### src/rtl/parking_lot_counter.sv
// -----------------------------------------------------------------------------
// parking_lot_counter
//
// Occupancy tracker for the single-lane parking lot gate. It decodes the two
// gate photo-sensors into one-cycle car-entered / car-exited events and keeps
// a saturating up/down occupancy count with full/empty flags.
//
// Parameters
//   CAPACITY  maximum number of cars; count never exceeds this value
//   WIDTH     count width; 2**WIDTH must be greater than CAPACITY
//
// Ports
//   clk    system clock, all state updates on the rising edge
//   reset  asynchronous active-high reset, clears all state immediately
//   a      outer sensor, 1 = beam blocked (already synchronized to clk)
//   b      inner sensor, 1 = beam blocked (already synchronized to clk)
//   enter  registered one-cycle pulse: a complete entry sequence finished
//   exit   registered one-cycle pulse: a complete exit sequence finished
//   count  current occupancy, 0..CAPACITY
//   full   count == CAPACITY
//   empty  count == 0
// -----------------------------------------------------------------------------
module parking_lot_counter #(
  parameter int CAPACITY = 25,
  parameter int WIDTH    = 5
) (
  input  logic             clk,
  input  logic             reset,
  input  logic             a,
  input  logic             b,
  output logic             enter,
  output logic             exit,
  output logic [WIDTH-1:0] count,
  output logic             full,
  output logic             empty
);

  // A car entering blocks a, then both, then b, then clears (10,11,01,00);
  // an exiting car produces the mirror order (01,11,10,00).
  typedef enum logic [2:0] {
    IDLE,
    EN1,
    EN2,
    EN3,
    EX1,
    EX2,
    EX3
  } state_t;

  localparam logic [WIDTH-1:0] CAP   = WIDTH'(CAPACITY);
  localparam logic [WIDTH-1:0] PLUS1 = WIDTH'(1);
  // Adding all-ones is a two's complement decrement by one.
  localparam logic [WIDTH-1:0] MINUS1 = '1;

  state_t     state;
  state_t     state_next;
  logic       enter_ev;
  logic       exit_ev;
  logic [1:0] ab;

  assign ab = {a, b};

  // NOTE: every signal written here gets a default before the case so that
  // no path leaves it unassigned, which would otherwise infer a latch.
  always_comb begin
    state_next = state;
    enter_ev   = 1'b0;
    exit_ev    = 1'b0;
    unique case (state)
      IDLE: begin
        if (ab == 2'b10)      state_next = EN1;
        else if (ab == 2'b01) state_next = EX1;
        else                  state_next = IDLE;
      end
      EN1: begin
        if (ab == 2'b10)      state_next = EN1;
        else if (ab == 2'b11) state_next = EN2;
        else                  state_next = IDLE;
      end
      EN2: begin
        if (ab == 2'b11)      state_next = EN2;
        else if (ab == 2'b01) state_next = EN3;
        else if (ab == 2'b10) state_next = EN1;
        else                  state_next = IDLE;
      end
      EN3: begin
        if (ab == 2'b01)      state_next = EN3;
        else if (ab == 2'b11) state_next = EN2;
        else begin
          // 00 completes the entry; 10 is an impossible jump and aborts.
          state_next = IDLE;
          enter_ev   = (ab == 2'b00);
        end
      end
      EX1: begin
        if (ab == 2'b01)      state_next = EX1;
        else if (ab == 2'b11) state_next = EX2;
        else                  state_next = IDLE;
      end
      EX2: begin
        if (ab == 2'b11)      state_next = EX2;
        else if (ab == 2'b10) state_next = EX3;
        else if (ab == 2'b01) state_next = EX1;
        else                  state_next = IDLE;
      end
      EX3: begin
        if (ab == 2'b10)      state_next = EX3;
        else if (ab == 2'b11) state_next = EX2;
        else begin
          state_next = IDLE;
          exit_ev    = (ab == 2'b00);
        end
      end
      default: state_next = IDLE;
    endcase
  end

  // NOTE: sequential state uses non-blocking assignments so every register
  // samples the pre-edge values, independent of statement order.
  always_ff @(posedge clk or posedge reset) begin
    if (reset) begin
      state <= IDLE;
      enter <= 1'b0;
      exit  <= 1'b0;
      count <= '0;
    end else begin
      state <= state_next;
      // Events are always reported, even when the count is pinned at a limit.
      enter <= enter_ev;
      exit  <= exit_ev;
      if (enter_ev && (count != CAP)) begin
        count <= count + PLUS1;
      end else if (exit_ev && (count != '0)) begin
        count <= count + MINUS1;
      end
    end
  end

  assign full  = (count == CAP);
  assign empty = (count == '0);

endmodule

### config.mk
export PLATFORM = sky130hd
export DESIGN_NAME = parking_lot_counter
export DESIGN_NICKNAME = d
export VERILOG_FILES = /design/src/rtl/parking_lot_counter.sv
export SDC_FILE = /design/constraint.sdc
export NUM_CORES = 1
export LEC_CHECK = 0
export CAP_MARGIN = 0
export CORE_MARGIN = 2
export CORE_UTILIZATION = 40
export CTS_CLUSTER_DIAMETER = 40
export DETAILED_ROUTE_END_ITERATION = 10
export SKIP_LAST_GASP = 1
export SLEW_MARGIN = 0
export SYNTH_ARGS = -nofsm -noshare
export SYNTH_HDL_FRONTEND = slang
export SYNTH_SLANG_ARGS = --single-unit
### constraint.sdc
create_clock -name clk -period 2.8 [get_ports clk]
set_input_delay 0.56 -clock clk [delete_from_list [all_inputs] [get_ports clk]]
set_output_delay 0.56 -clock clk [all_outputs]
set_load 0.01 [all_outputs]
==> impl_metrics.yaml <==
status:
  status: "complete, no violations"
clock_network:
  clock_sinks: 10
  hold_buffers: 0
  clockRootBuffer: "clkbuf_4"
  postCtsSetupRepairBufs: 0
  clock_tree.htree_level_count: 1
  cts_tree: "yes"
  clock_latency_ns: 0.27
  clk_path_buf_depth: 2
  cts_inserted_buffers: 3
  clk_pin_slew_ns: 0.07
worst_setup_path:
  criticalPathCategory: "input port to register"
  path_max_fanout: 3
  endpoint_kind: "register"
  cp_data_required_time_ns: 2.96
  startpoint_type: "input port"
  arrival_ns: 2.77
  reg2reg_setup_slack_ns: 0.53
finish:
  antennaDiodeCount: 0
  areaGrowthSynthToFinish_pct: 28.48
  drive_gt1_frac: 0.2198
  nFillCells: 190
  fin_area_um2: 982.2
  final_util: 0.5567
  nNetsFinal: 107
sta:
  tightest_slew_ns: 0.4090
  fmax_mhz: 382.4
  post-route-period-util: 0.9340
  finalCriticalPeriod_ns: 2.615
  fin_skew_ns: 0.002945
  slew_headroom: 0.7252
  finalHoldViolations: 0
  rsz0062_at_grt: "no"
  drv_slew: 0
  finalSetupViolCount: 0
yosys:
  syn-num-nets: 85
  syn_area_um2: 764.5
  async_flop_share: 1.000
  ys.warnings.count: 0
  synth_common_cells: "10 x dfrtp_1, 10 x ha_1, 6 x a21oi_1"
  synth_top_area_cell: "dfrtp_1"
  synth_area_leaders: "dfrtp_1 33%, ha_1 16%, mux2_4 5.9%"
  synth.avg_cell_area_um2: 10.92
  synth_top_area_share: 0.3273
  ys_seq_elements: 10
  yosysUniqueCellTypes: 24
  ys_seq_area_frac: 0.3273
  syn_inst: 70
  synth-edff-count: 0
  ys.flop_type: "dfrtp_1"
floorplanning:
  row_count: 15
  core_area_mm2: 0.001764
  die-area_mm2: 0.002277
  start_util: 0.4333
  die_h_um: 47.72
  io_pins: 13
  die_x_um: 47.72
global_route:
  grt_antenna_before_repair: 0
  grt-ovfl-total: 0
  grt_pass1_wl_mm: 2.373
  grt_max_degree: 11
  grt.total_usage: 0.1534
  first_global_vias: 543
drt:
  routed_wl_mm: 1.417
  drc: 0
  num_vias: 569
  drt_iter0_drc: 12
  drt_first_pass_iters: 4
  wire_per_inst_um: 12.22
  ant_nets: 0
  via_per_inst: 4.905
placement:
  dpl.hpwl_mm: 1.091
  gp_congestion: 0.7241
  place_area_um2: 942.2
  io_buffers: 12
power_and_ir_drop:
  p_per_area_mw_per_mm2: 933.2
  ir_drop_mv: 0.5264
  p_leak_nw: 0.4526
flow_run:
  maxCapViolations: 0
min_path:
  hold_path.class: "register to register"
[report_power, final]
| part | switching [mW] | internal [mW] |
|---|---|---|
| registers | 0.116 | 0.203 |
| logic | 0.188 | 0.281 |
| clock network | 0.0504 | 0.0790 |
[registers in the layout, indices dropped and copies added (netlist names)]
name and cells:
count 5, state 3, enter 1, exit 1
[path summary, 6_finish.rpt]
check,depth (start not counted),startpoint,to
hold / removal,1,count[4],count[4]
setup reg to reg,9,state[2],count[3]
setup / recovery,12,a,count[3]
hold reg to reg,1,count[4],count[4]
min in group asynchronous,2,reset,count[3]
max in group asynchronous,2,reset,state[2]
[area by class of cell]
class,count,area (um2),share of cell area
well taps,25,31.28,0.03185
multi-input cells,53,469.2,0.4777
repair buffers,20,180.2,0.1834
flip-flops and latches,10,250.2,0.2548
inverters,4,15.01,0.01529
clock buffers,4,36.28,0.03694
[critical path, stage by stage]
cell             delay, ns
clkdlybuf4s50_1       0.42
inv_1                 0.08
ha_1                  0.15
and4b_1               0.22
o31a_2                0.16
inv_1                 0.07
buf_4                 0.14
ha_1                  0.28
a21o_1                0.17
a21oi_1               0.19
xnor2_1               0.08
mux2_4                0.26
[through the flow]
| stage | TNS, ns | setup slack [ns] | instances | hold WS, ns | total power, mW |
|---|---|---|---|---|---|
| global placement | -0.2235 | -0.1545 | 112 | 0.5304 | 0.7604 |
| floorplan | 0 | 0.4274 | 70 | 0.4002 | 0.6286 |
| CTS | 0 | 0.1417 | 116 | 0.5469 | 0.9212 |
| global route | 0 | 0.03954 | 116 | 0.5560 | 0.9950 |
| detailed placement | -0.1945 | -0.1150 | 112 | 0.5396 | 0.7788 |
| finish | 0 | 0.1849 | 116 | 0.5325 | 0.9166 |
[routing by layer]
| layer | wire length [um] | vias up | global-route usage |
|---|---|---|---|
| li1 | - | 285 | - |
| met1 | 630 | 275 | 0.1921 |
| met2 | 729 | 9 | 0.2453 |
| met3 | 57 | 0 | 0.06792 |
| met4 | 0 | 0 | 0.03243 |
| met5 | 0 | - | 0 |
[kinds of logic (layout without fill, tap and decap cells)]
| group | after synthesis | after routing | share of synthesized area |
|---|---|---|---|
| multiplexers | 6 | 6 | 0.09820 |
| flip-flops | 10 | 10 | 0.3273 |
| adder cells (fa/ha/maj) | 11 | 11 | 0.1899 |
| AND/OR/NAND/NOR | 17 | 17 | 0.1440 |
| XOR/XNOR | 4 | 4 | 0.04583 |
| AO/OA/AOI/OAI | 15 | 15 | 0.1309 |
| buffers and inverters | 7 | 28 | 0.06382 |
[placed cells by master (no fill, tap or decap), drive strengths merged]
cell type	n
xnor2	3
clkbuf	4
o21ai	4
nand2	1
o31a	1
a21oi	6
a31oi	1
mux2	3
and4b	2
a21o	2
inv	4
dfrtp	10
xor2	1
fa	1
and2	1
and2b	1
nand3	1
nor3	2
mux2i	3
ha	10
a21boi	1
clkdlybuf4s50	12
nand3b	4
buf	8
nor2	5
[what timing repair did]
action,4_1_cts,5_1_grt
hold endpoints to repair,0,0
setup endpoints to repair,0,1
gates resized for setup,0,1
(Power assumes the default switching activity.)
